$ cat src/rtl/decode_queue_if.sv
// decode_queue_if: fetch-side and execute-side valid/ready bundle for decode_queue.
// The slave modport is the queue's view; the master modport is the fetch/execute view.
interface decode_queue_if;
    logic        in_valid;
    logic        in_ready;
    logic [31:0] in_inst;
    logic [31:0] in_pc;
    logic        out_valid;
    logic        out_ready;
    logic [31:0] out_inst;
    logic [31:0] out_pc;
    logic [4:0]  out_rs1;
    logic [4:0]  out_rs2;
    logic [4:0]  out_rd;
    logic [31:0] out_imm;
    logic [2:0]  out_class;
    logic        out_illegal;

    modport slave (
        input  in_valid, in_inst, in_pc, out_ready,
        output in_ready, out_valid, out_inst, out_pc, out_rs1, out_rs2, out_rd,
               out_imm, out_class, out_illegal
    );

    modport master (
        output in_valid, in_inst, in_pc, out_ready,
        input  in_ready, out_valid, out_inst, out_pc, out_rs1, out_rs2, out_rd,
               out_imm, out_class, out_illegal
    );
endinterface

$ cat src/rtl/decode_queue.sv
// decode_queue: buffered decode stage between fetch and execute.
// Instructions are decoded at enqueue and stored with their decode results in a
// DEPTH-entry circular buffer; the head entry is offered to execute.
// Optional macro DECODE_QUEUE_BYPASS_EN: when the queue is empty the live decode
// of the incoming instruction is presented directly and may be consumed in the
// same cycle without being written.
module decode_queue #(
    parameter int          DEPTH     = 4,
    parameter logic [31:0] HALT_INST = 32'h00000073
) (
    input  logic                       CLK,
    input  logic                       nRST,
    input  logic                       flush,
    decode_queue_if.slave              bus,
    output logic [$clog2(DEPTH+1)-1:0] count,
    output logic                       halt_pending
);
    localparam int PW = $clog2(DEPTH);
    localparam int CW = $clog2(DEPTH + 1);
    localparam logic [CW-1:0] FULL = CW'(DEPTH);

    typedef struct packed {
        logic [31:0] inst;
        logic [31:0] pc;
        logic [31:0] imm;
        logic [4:0]  rs1;
        logic [4:0]  rs2;
        logic [4:0]  rd;
        logic [2:0]  cls;
        logic        illegal;
    } entry_t;

    // Register fields are taken raw; the immediate format follows the opcode.
    function automatic entry_t decode(input logic [31:0] inst, input logic [31:0] pc);
        entry_t e;
        e.inst    = inst;
        e.pc      = pc;
        e.rs1     = inst[19:15];
        e.rs2     = inst[24:20];
        e.rd      = inst[11:7];
        e.imm     = '0;
        e.cls     = 3'd7;
        e.illegal = 1'b0;
        case (inst[6:0])
            7'b0110011: e.cls = 3'd0;
            7'b0010011: begin e.cls = 3'd1; e.imm = {{20{inst[31]}}, inst[31:20]}; end
            7'b0110111,
            7'b0010111: begin e.cls = 3'd1; e.imm = {inst[31:12], 12'b0}; end
            7'b0000011: begin e.cls = 3'd2; e.imm = {{20{inst[31]}}, inst[31:20]}; end
            7'b0100011: begin
                e.cls = 3'd3;
                e.imm = {{20{inst[31]}}, inst[31:25], inst[11:7]};
            end
            7'b1100011: begin
                e.cls = 3'd4;
                e.imm = {{19{inst[31]}}, inst[31], inst[7], inst[30:25], inst[11:8], 1'b0};
            end
            7'b1101111: begin
                e.cls = 3'd5;
                e.imm = {{11{inst[31]}}, inst[31], inst[19:12], inst[20], inst[30:21], 1'b0};
            end
            7'b1100111: begin e.cls = 3'd6; e.imm = {{20{inst[31]}}, inst[31:20]}; end
            7'b1110011,
            7'b0001111: begin e.cls = 3'd7; e.imm = {{20{inst[31]}}, inst[31:20]}; end
            default:    e.illegal = 1'b1;
        endcase
        return e;
    endfunction

    entry_t        mem [DEPTH];
    entry_t        in_entry;
    entry_t        head;
    logic [PW-1:0] wr_ptr;
    logic [PW-1:0] rd_ptr;
    logic          accept;
    logic          wr_en;
    logic          pop;
    logic          bypass;

    assign in_entry    = decode(bus.in_inst, bus.in_pc);
    assign bus.in_ready = nRST && (count < FULL) && !halt_pending && !flush;
    assign accept      = bus.in_valid && bus.in_ready;

`ifdef DECODE_QUEUE_BYPASS_EN
    assign bypass = nRST && (count == '0) && bus.in_valid && !halt_pending && !flush;
`else
    assign bypass = 1'b0;
`endif

    // A bypassed instruction taken by execute in the same cycle is never stored.
    assign wr_en         = accept && !(bypass && bus.out_ready);
    assign pop           = (count != '0) && bus.out_ready && !flush;
    assign bus.out_valid = nRST && ((count != '0) || bypass);

    // Select head entry, live bypass decode, or zeros when nothing is valid.
    always_comb begin
        head = '0;
        if (nRST) begin
            if (count != '0)
                head = mem[rd_ptr];
            else if (bypass)
                head = in_entry;
        end
    end

    assign bus.out_inst    = head.inst;
    assign bus.out_pc      = head.pc;
    assign bus.out_imm     = head.imm;
    assign bus.out_rs1     = head.rs1;
    assign bus.out_rs2     = head.rs2;
    assign bus.out_rd      = head.rd;
    assign bus.out_class   = head.cls;
    assign bus.out_illegal = head.illegal;

    // Entry storage carries data only, so it is not reset.
    always_ff @(posedge CLK) begin
        if (wr_en && !flush)
            mem[wr_ptr] <= in_entry;
    end

    // Pointers, occupancy and halt-stall; flush outranks push and pop.
    always_ff @(posedge CLK or negedge nRST) begin
        if (!nRST) begin
            wr_ptr       <= '0;
            rd_ptr       <= '0;
            count        <= '0;
            halt_pending <= 1'b0;
        end else if (flush) begin
            wr_ptr       <= '0;
            rd_ptr       <= '0;
            count        <= '0;
            halt_pending <= 1'b0;
        end else begin
            if (wr_en)
                wr_ptr <= wr_ptr + 1'b1;
            if (pop)
                rd_ptr <= rd_ptr + 1'b1;
            case ({wr_en, pop})
                2'b10:   count <= count + 1'b1;
                2'b01:   count <= count - 1'b1;
                default: count <= count;
            endcase
            if (accept && (bus.in_inst == HALT_INST))
                halt_pending <= 1'b1;
        end
    end
endmodule

$ cat src/flat_wrapper.sv
// flat-port wrapper written by rule: the top's interface ports become plain ports
module decode_queue_flat 
#(
    parameter int          DEPTH     = 4,
    parameter logic [31:0] HALT_INST = 32'h00000073
)
  (CLK, nRST, flush, count, halt_pending, bus_in_valid, bus_in_inst, bus_in_pc, bus_out_ready, bus_in_ready, bus_out_valid, bus_out_inst, bus_out_pc, bus_out_rs1, bus_out_rs2, bus_out_rd, bus_out_imm, bus_out_class, bus_out_illegal);
  decode_queue_if bus_i ();
  input  logic CLK;
  input  logic nRST;
  input  logic flush;
  output logic [$clog2(DEPTH+1)-1:0] count;
  output logic halt_pending;
  input wire logic [$bits(bus_i.in_valid)-1:0] bus_in_valid;
  input wire logic [$bits(bus_i.in_inst)-1:0] bus_in_inst;
  input wire logic [$bits(bus_i.in_pc)-1:0] bus_in_pc;
  input wire logic [$bits(bus_i.out_ready)-1:0] bus_out_ready;
  output wire logic [$bits(bus_i.in_ready)-1:0] bus_in_ready;
  output wire logic [$bits(bus_i.out_valid)-1:0] bus_out_valid;
  output wire logic [$bits(bus_i.out_inst)-1:0] bus_out_inst;
  output wire logic [$bits(bus_i.out_pc)-1:0] bus_out_pc;
  output wire logic [$bits(bus_i.out_rs1)-1:0] bus_out_rs1;
  output wire logic [$bits(bus_i.out_rs2)-1:0] bus_out_rs2;
  output wire logic [$bits(bus_i.out_rd)-1:0] bus_out_rd;
  output wire logic [$bits(bus_i.out_imm)-1:0] bus_out_imm;
  output wire logic [$bits(bus_i.out_class)-1:0] bus_out_class;
  output wire logic [$bits(bus_i.out_illegal)-1:0] bus_out_illegal;
  assign bus_i.in_valid = bus_in_valid;
  assign bus_i.in_inst = bus_in_inst;
  assign bus_i.in_pc = bus_in_pc;
  assign bus_i.out_ready = bus_out_ready;
  assign bus_in_ready = bus_i.in_ready;
  assign bus_out_valid = bus_i.out_valid;
  assign bus_out_inst = bus_i.out_inst;
  assign bus_out_pc = bus_i.out_pc;
  assign bus_out_rs1 = bus_i.out_rs1;
  assign bus_out_rs2 = bus_i.out_rs2;
  assign bus_out_rd = bus_i.out_rd;
  assign bus_out_imm = bus_i.out_imm;
  assign bus_out_class = bus_i.out_class;
  assign bus_out_illegal = bus_i.out_illegal;
  decode_queue #(.DEPTH(DEPTH), .HALT_INST(HALT_INST)) u_core (.CLK(CLK), .nRST(nRST), .flush(flush), .bus(bus_i), .count(count), .halt_pending(halt_pending));
endmodule
$ cat config.mk
export PLATFORM = sky130hd
export DESIGN_NAME = decode_queue_flat
export DESIGN_NICKNAME = d
export VERILOG_FILES = /design/src/rtl/decode_queue_if.sv /design/src/rtl/decode_queue.sv /design/src/flat_wrapper.sv
export SDC_FILE = /design/constraint.sdc
export NUM_CORES = 1
export LEC_CHECK = 0
export CAP_MARGIN = 20
export CORE_MARGIN = 3
export CORE_UTILIZATION = 30
export CTS_BUF_LIST = sky130_fd_sc_hd__clkbuf_16
export CTS_CLUSTER_SIZE = 12
export DETAILED_ROUTE_END_ITERATION = 10
export PLACE_DENSITY = 0.58
export SYNTH_ARGS = -nofsm -noshare
export SYNTH_HDL_FRONTEND = slang
export SYNTH_SLANG_ARGS = --single-unit
$ cat constraint.sdc
create_clock -name CLK -period 5.1 [get_ports CLK]
set_input_delay 1.275 -clock CLK [delete_from_list [all_inputs] [get_ports CLK]]
set_output_delay 1.275 -clock CLK [all_outputs]
set_load 0.03 [all_outputs]
Word level (Yosys, flattened, before mapping)
Memories as Yosys holds them, arrays and structs flattened.
Cells that the tools add are included.
Widths: inputs -> output; s select.
{"block": "word_totals", "register_bits": 8, "latch_bits": 0, "ram_bits": 460, "rom_bits": 0, "wordCells": 59, "memories": 1}
{"block": "op_classes", "n_addsub": 4, "multipliers": 0, "div": 0, "magnitude_cmp": 1, "eq_ne": 14, "shifts": 0, "n_mux": 15, "bitwise_logic": 0, "n_reduce_logical": 20}
{"memory": "u_core.mem", "words": 4, "word_bits": 115, "read_ports": 1, "rd_ports_with_merged_regs": 0, "write_ports": 1, "line_no": "decode_queue.sv:70", "rtl": "entry_t mem [DEPTH];"}
{"operator": "$mux 115", "n": 2}
{"operator": "$pmux 32 s5", "n": 1}
{"operator": "$eq 32x7->1 const B", "n": 1}
{"operator": "$eq 7x7->1 const B", "n": 4}
{"operator": "$eq 7x6->1 const B", "n": 3}
{"operator": "$pmux 3 s7", "n": 1}
{"operator": "$eq 7x5->1 const B", "n": 2}
{"operator": "$reduce_or 11->1", "n": 1}
{"operator": "$logic_and 1x1->1", "n": 9}
{"operator": "$mux 2", "n": 4}
{"operator": "$eq 7x2->1 const B", "n": 1}
{"operator": "$eq 7x4->1 const B", "n": 1}
{"operator": "$pmux 3 s2", "n": 1}
{"operator": "$reduce_bool 2->1", "n": 3}
{"operator": "$reduce_bool 3->1", "n": 2}
{"operator": "$mux 1", "n": 5}
{"operator": "$reduce_or 5->1", "n": 1}
{"operator": "$add 2x1->2 const B", "n": 2}
{"operator": "$add 3x1->3 const B", "n": 1}
{"operator": "$lt 3x3->1 const B", "n": 1}
{"operator": "$mux 3", "n": 1}
{"operator": "$reduce_or 3->1", "n": 1}
{"operator": "$sub 3x1->3 const B", "n": 1}
{"operator": "$eq 2x1->1 const B", "n": 1}
{"operator": "3 further kinds", "n": 4}

Logic depth before layout (Yosys ltp)
{"block": "logic_depth", "ltp_word": 8, "ltp_mapped": 7, "depth_no_buf": 6}

Least setup slack after synthesis
No wires, ideal clock.
{"block": "synth_timing", "path_type": "input -> register", "from": "in flush", "to": "mem u_core.mem[0][0] (netlist name) (enable)", "setup_ns": 0.471, "arrival_time_ns": 4.356, "setup_slack_ns": 0.273, "stages": 2, "path_cell_list": "nor4b_4 and3_1"}
{"block": "synth_between", "elab_chain_len": 6}
{"item": "from (decl)", "line_no": "flat_wrapper.sv:11", "rtl": "input logic flush;"}
{"item": "$logic_not 1->1 *", "line_no": "decode_queue.sv:81, decode_queue.sv:117"}
{"item": "$logic_and 1x1->1", "line_no": "decode_queue.sv:81", "rtl": "assign bus.in_ready = nRST && (count < FULL) && !halt_pending && !flush;"}
{"item": "$logic_and 1x1->1", "line_no": "decode_queue.sv:82", "rtl": "assign accept = bus.in_valid && bus.in_ready;"}
{"item": "$logic_and 1x1->1 *", "line_no": "decode_queue.sv:117", "rtl": "if (wr_en && !flush)"}
{"item": "$mux 1 *", "line_no": "decode_queue.sv:117"}
{"item": "$mux 1 (implied by the code) *", "line_no": "decode_queue.sv:118", "rtl": "mem[wr_ptr] <= in_entry;"}
{"item": "to (decl)", "line_no": "decode_queue.sv:70"}
Every way passes the cells marked *; elsewhere a longest branch is shown, timed or not.

Worst setup path in the final report
{"block": "layout_timing", "from": "in nRST", "to": "out bus_out_inst[15]"}
{"block": "layout_between", "elab_chain_len": 1}
{"item": "from (decl)", "line_no": "flat_wrapper.sv:10", "rtl": "input logic nRST;"}
{"item": "$mux 115", "line_no": "decode_queue.sv:98", "rtl": "if (nRST) begin"}
{"item": "to (decl)", "line_no": "flat_wrapper.sv:20", "rtl": "output wire logic [$bits(bus_i.out_inst)-1:0] bus_out_inst;"}
No other way between the ends.

==> impl_results.md <==
- Status: finished, final reports clean
- CP Class: primary input to primary output
- Yosys cell types: 55
- Synth async-reset ratio: 0.0196
- Synth Area in XOR/XNOR: 0.00160
- Area of the multi-input gates: 0.00391 mm2
- Port bufs: 189
- RR Startpoint: u_core.count[2]
- Final ANT Viol Nets: 0
- Fin. max-slew vios: 0
- Area delta synth->final: 27.6%
- Max_cap viols: 0
- Clock sink count: 408
- Rows: 85
- Worst-Skew Late Latency: 0.57 ns
- Crit start category: primary input
- Relative slew slack: 0.432
- Share of the synthesized area in the top cell type: 0.730
- Initial core utilization: 0.305
- Clk root buf: clkbuf_16
- Adder-Cell Fraction of Synth Area: 0.00487
- Grt ovf: 0
- Seq/Total Area, Yosys: 0.742
- Worst Path Required: 3.83 ns
- DP Area: 0.0196 mm2
- Worst Hold Class: register to register
- Setup TNS: 0 ns
- CTS Hold Bufs: 0
- CP dominant cell by count: clkdlybuf4s50_1
- Clk buf depth: 3
- CP Max Fanout: 54
- RR Endpoint: u_core.count[2]
- Initial DRC count: 587
- Vias: 8,451
- Synth Area in Simple Gates: 0.0663
- Die area: 0.0577 mm2
- H-tree depth: 2
- Largest net degree at the start of global routing: 101
- Final setup violating endpoints: 0
- Largest cells by area after synthesis: edfxtp_1, mux4_2, nor2b_1, dfrtp_1, buf_4
- Worst hold stages: 2
- Main combinational cell family by area after synthesis: multiplexers
- Vias per inst: 4.80
- Gp weighted congestion: 0.774
- Resized cells post-CTS: 0
- DRT Wirelength: 38.7 mm
- Worst Skew: 0.0236 ns
- Register-to-Register Path Depth: 6
- Yosys top cell by area: edfxtp_1
- Total I/O pin count: 190
- Total power: 0.00991 W
- Ys flop type: edfxtp_1
- Slowest stage delay, CP: 0.69 ns
- FILL cells: 4,938
- Synth Cell Area: 0.0165 mm2
- CP Capture Type: primary output
- Share of cells above drive strength 1: 0.230
- Post-DP HPWL: 23.1 mm
- RSZ-0062 raised after global routing: no
- Mux share of post-synthesis cell area: 0.140
- Hold path endpoint: u_core.wr_ptr[1]
- WL/cell: 22.0 um
- Final Cycle Share: 0.894
- Leakage: 6.62 nW
- # nets final: 1,104
- Complex-gate fraction of the synthesized area: 0.0229
- Post-Syn Area per Cell: 19.7 um2
- Synth Register Bits: 408
- Crit-path slowest cell: clkdlybuf4s50_1
- Vias in the first global route: 8,889
- Chip Width: 240 um
- TritonCTS buffer count: 46
- Critical path cell sequence: clkdlybuf4s50_1 > o31ai_4 > buf_12 > nor2b_1 > clkdlybuf4s50_1
- Reg2Reg Setup Slack: 2.62 ns
- Global-route wire length before repair: 57.7 mm
- Syn_nets: 910
- FMAX: 219 MHz
- EDFF count, synth: 400
- Worst hold start: u_core.wr_ptr[1]
- Cells after synthesis: 836
- Final min period: 4.56 ns
- Syn. warnings: 0
- Post-route DRC: 0
- CTS tree: yes
- GRT Util Overall: 0.136
- Final Hold Violating Endpoints: 0
- Clock slew at reported path FFs: 0.05 ns
- Worst slew pin tran: 0.851 ns
- Core ar.: 0.0540 mm2
- Post-route cell area: 0.0210 mm2
- Crit path arrival time: 3.29 ns
- 1st-pass router iterations: 5
- Reg area: 0.0122 mm2
- Pwr dens: 472 mW/mm2
- VDD IR max: 253 uV
- Antenna violations before repair: 2
- Post-CTS setup buffers: 0
- Die Y: 240 um
## worst max-delay path, delay by kind of cell
family,cells,cell delay (ns)
simple gates,1,0.20
compound gates,1,0.17
buf+inv,3,1.58
## registers in the layout (all words and copies together), names as in the netlist
signal / cells
u_core.count: 3
u_core.halt_pending: 1
u_core.mem: 400
u_core.rd_ptr: 2
u_core.wr_ptr: 2
## cell usage after synthesis (all sizes together), types with 2 or more instances
library cell and count:
edfxtp 400, nor2b 103, mux4 100, buf 38
nand2 34, clkbuf 24, a21oi 20, o21ai 15
nor2 11, dfrtp 8, inv 8, nor4 8
and3 5, nor3 5, a22o 4, ha 4
nand3 4, mux2i 3, nand2b 3, nor3b 3
o31ai 3, and2 2, mux2 2, nand3b 2
nand4 2, o31a 2, or3 2, xor2 2
## power by group
group	switching, W	internal (W)
Combinational	0.00151	0.00140
Sequential	0.0000925	0.00378
Clock	0.00127	0.00186
Total	0.00286	0.00704
## layout by cell type, fill, tap and decap left out, types with 2 or more instances in the layout
cell type / Yosys / layout
xor2_1: 2 / 2
dfrtp_1: 8 / 6
mux4_2: 100 / 100
nand4_1: 2 / 2
mux2i_1: 3 / 3
nor3b_1: 3 / 3
o21ai_1: 10 / 10
clkinv_1: 0 / 7
a21oi_1: 19 / 19
nor4_1: 7 / 7
inv_1: 7 / 21
inv_6: 0 / 3
a22o_1: 4 / 4
nand2_1: 34 / 34
nand2b_1: 3 / 3
nor3_1: 5 / 5
ha_1: 4 / 4
nand3b_1: 2 / 2
or3_1: 2 / 2
mux2_1: 2 / 2
o21ai_0: 5 / 5
buf_12: 0 / 50
dfrtp_4: 0 / 2
nand3_1: 4 / 4
clkdlybuf4s50_1: 0 / 138
clkbuf_16: 0 / 47
and2_1: 2 / 2
buf_4: 19 / 20
edfxtp_1: 400 / 400
nor2b_1: 103 / 103
and3_4: 0 / 4
bufinv_16: 0 / 4
clkinv_2: 0 / 3
nor2_1: 11 / 11
## cell type report
cell class              count  share of cell area
diodes                      1            0.000119
clock buffers              47              0.0560
clock inverters            33              0.0122
inverters                   8             0.00143
multi-input cells         358               0.186
flip-flops and latches    408               0.582
well taps                 696              0.0415
repair buffers            208               0.121
## worst max-delay path by stage
| stage | from | end | slack, ns |
|---|---|---|---|
| finish | nRST | bus_out_inst[15] | 0.54 |
| global placement | nRST | bus_out_inst[29] | 0.55 |
| floorplan | flush | u_core.mem[0][0] | 0.27 |
| CTS | nRST | bus_out_inst[15] | 0.51 |
| detailed placement | nRST | bus_out_inst[15] | 0.51 |
| global route | nRST | bus_out_inst[15] | 0.40 |
## metal layers
| layer | GRT usage | share of wire | up-vias |
|---|---|---|---|
| met5 | 0 | 0.00052 | - |
| met4 | 0.0423 | 0.020 | 2 |
| met3 | 0.0327 | 0.065 | 55 |
| met2 | 0.217 | 0.48 | 241 |
| met1 | 0.184 | 0.43 | 4421 |
| li1 | - | - | 3732 |
## logic make-up after synthesis
family          Yosys count
mux                     105
simple gates            188
compound gates           56
fa+ha+maj                 6
flops                   408
xor+xnor                  3
buf+inv                  70
## through the flow
| step | util | hold WS, ns | std cells | setup WS (ns) |
|---|---|---|---|---|
| after floorplan | - | 0.573 | 836 | 0.273 |
| after global placement | 0.362 | 0.611 | 1678 | 0.549 |
| after detailed placement | 0.362 | 0.620 | 1678 | 0.506 |
| after CTS | 0.389 | 0.631 | 1758 | 0.509 |
| after global routing | 0.389 | 0.675 | 1758 | 0.400 |
| final | 0.389 | 0.631 | 1759 | 0.539 |
(Power assumes the default switching activity.)
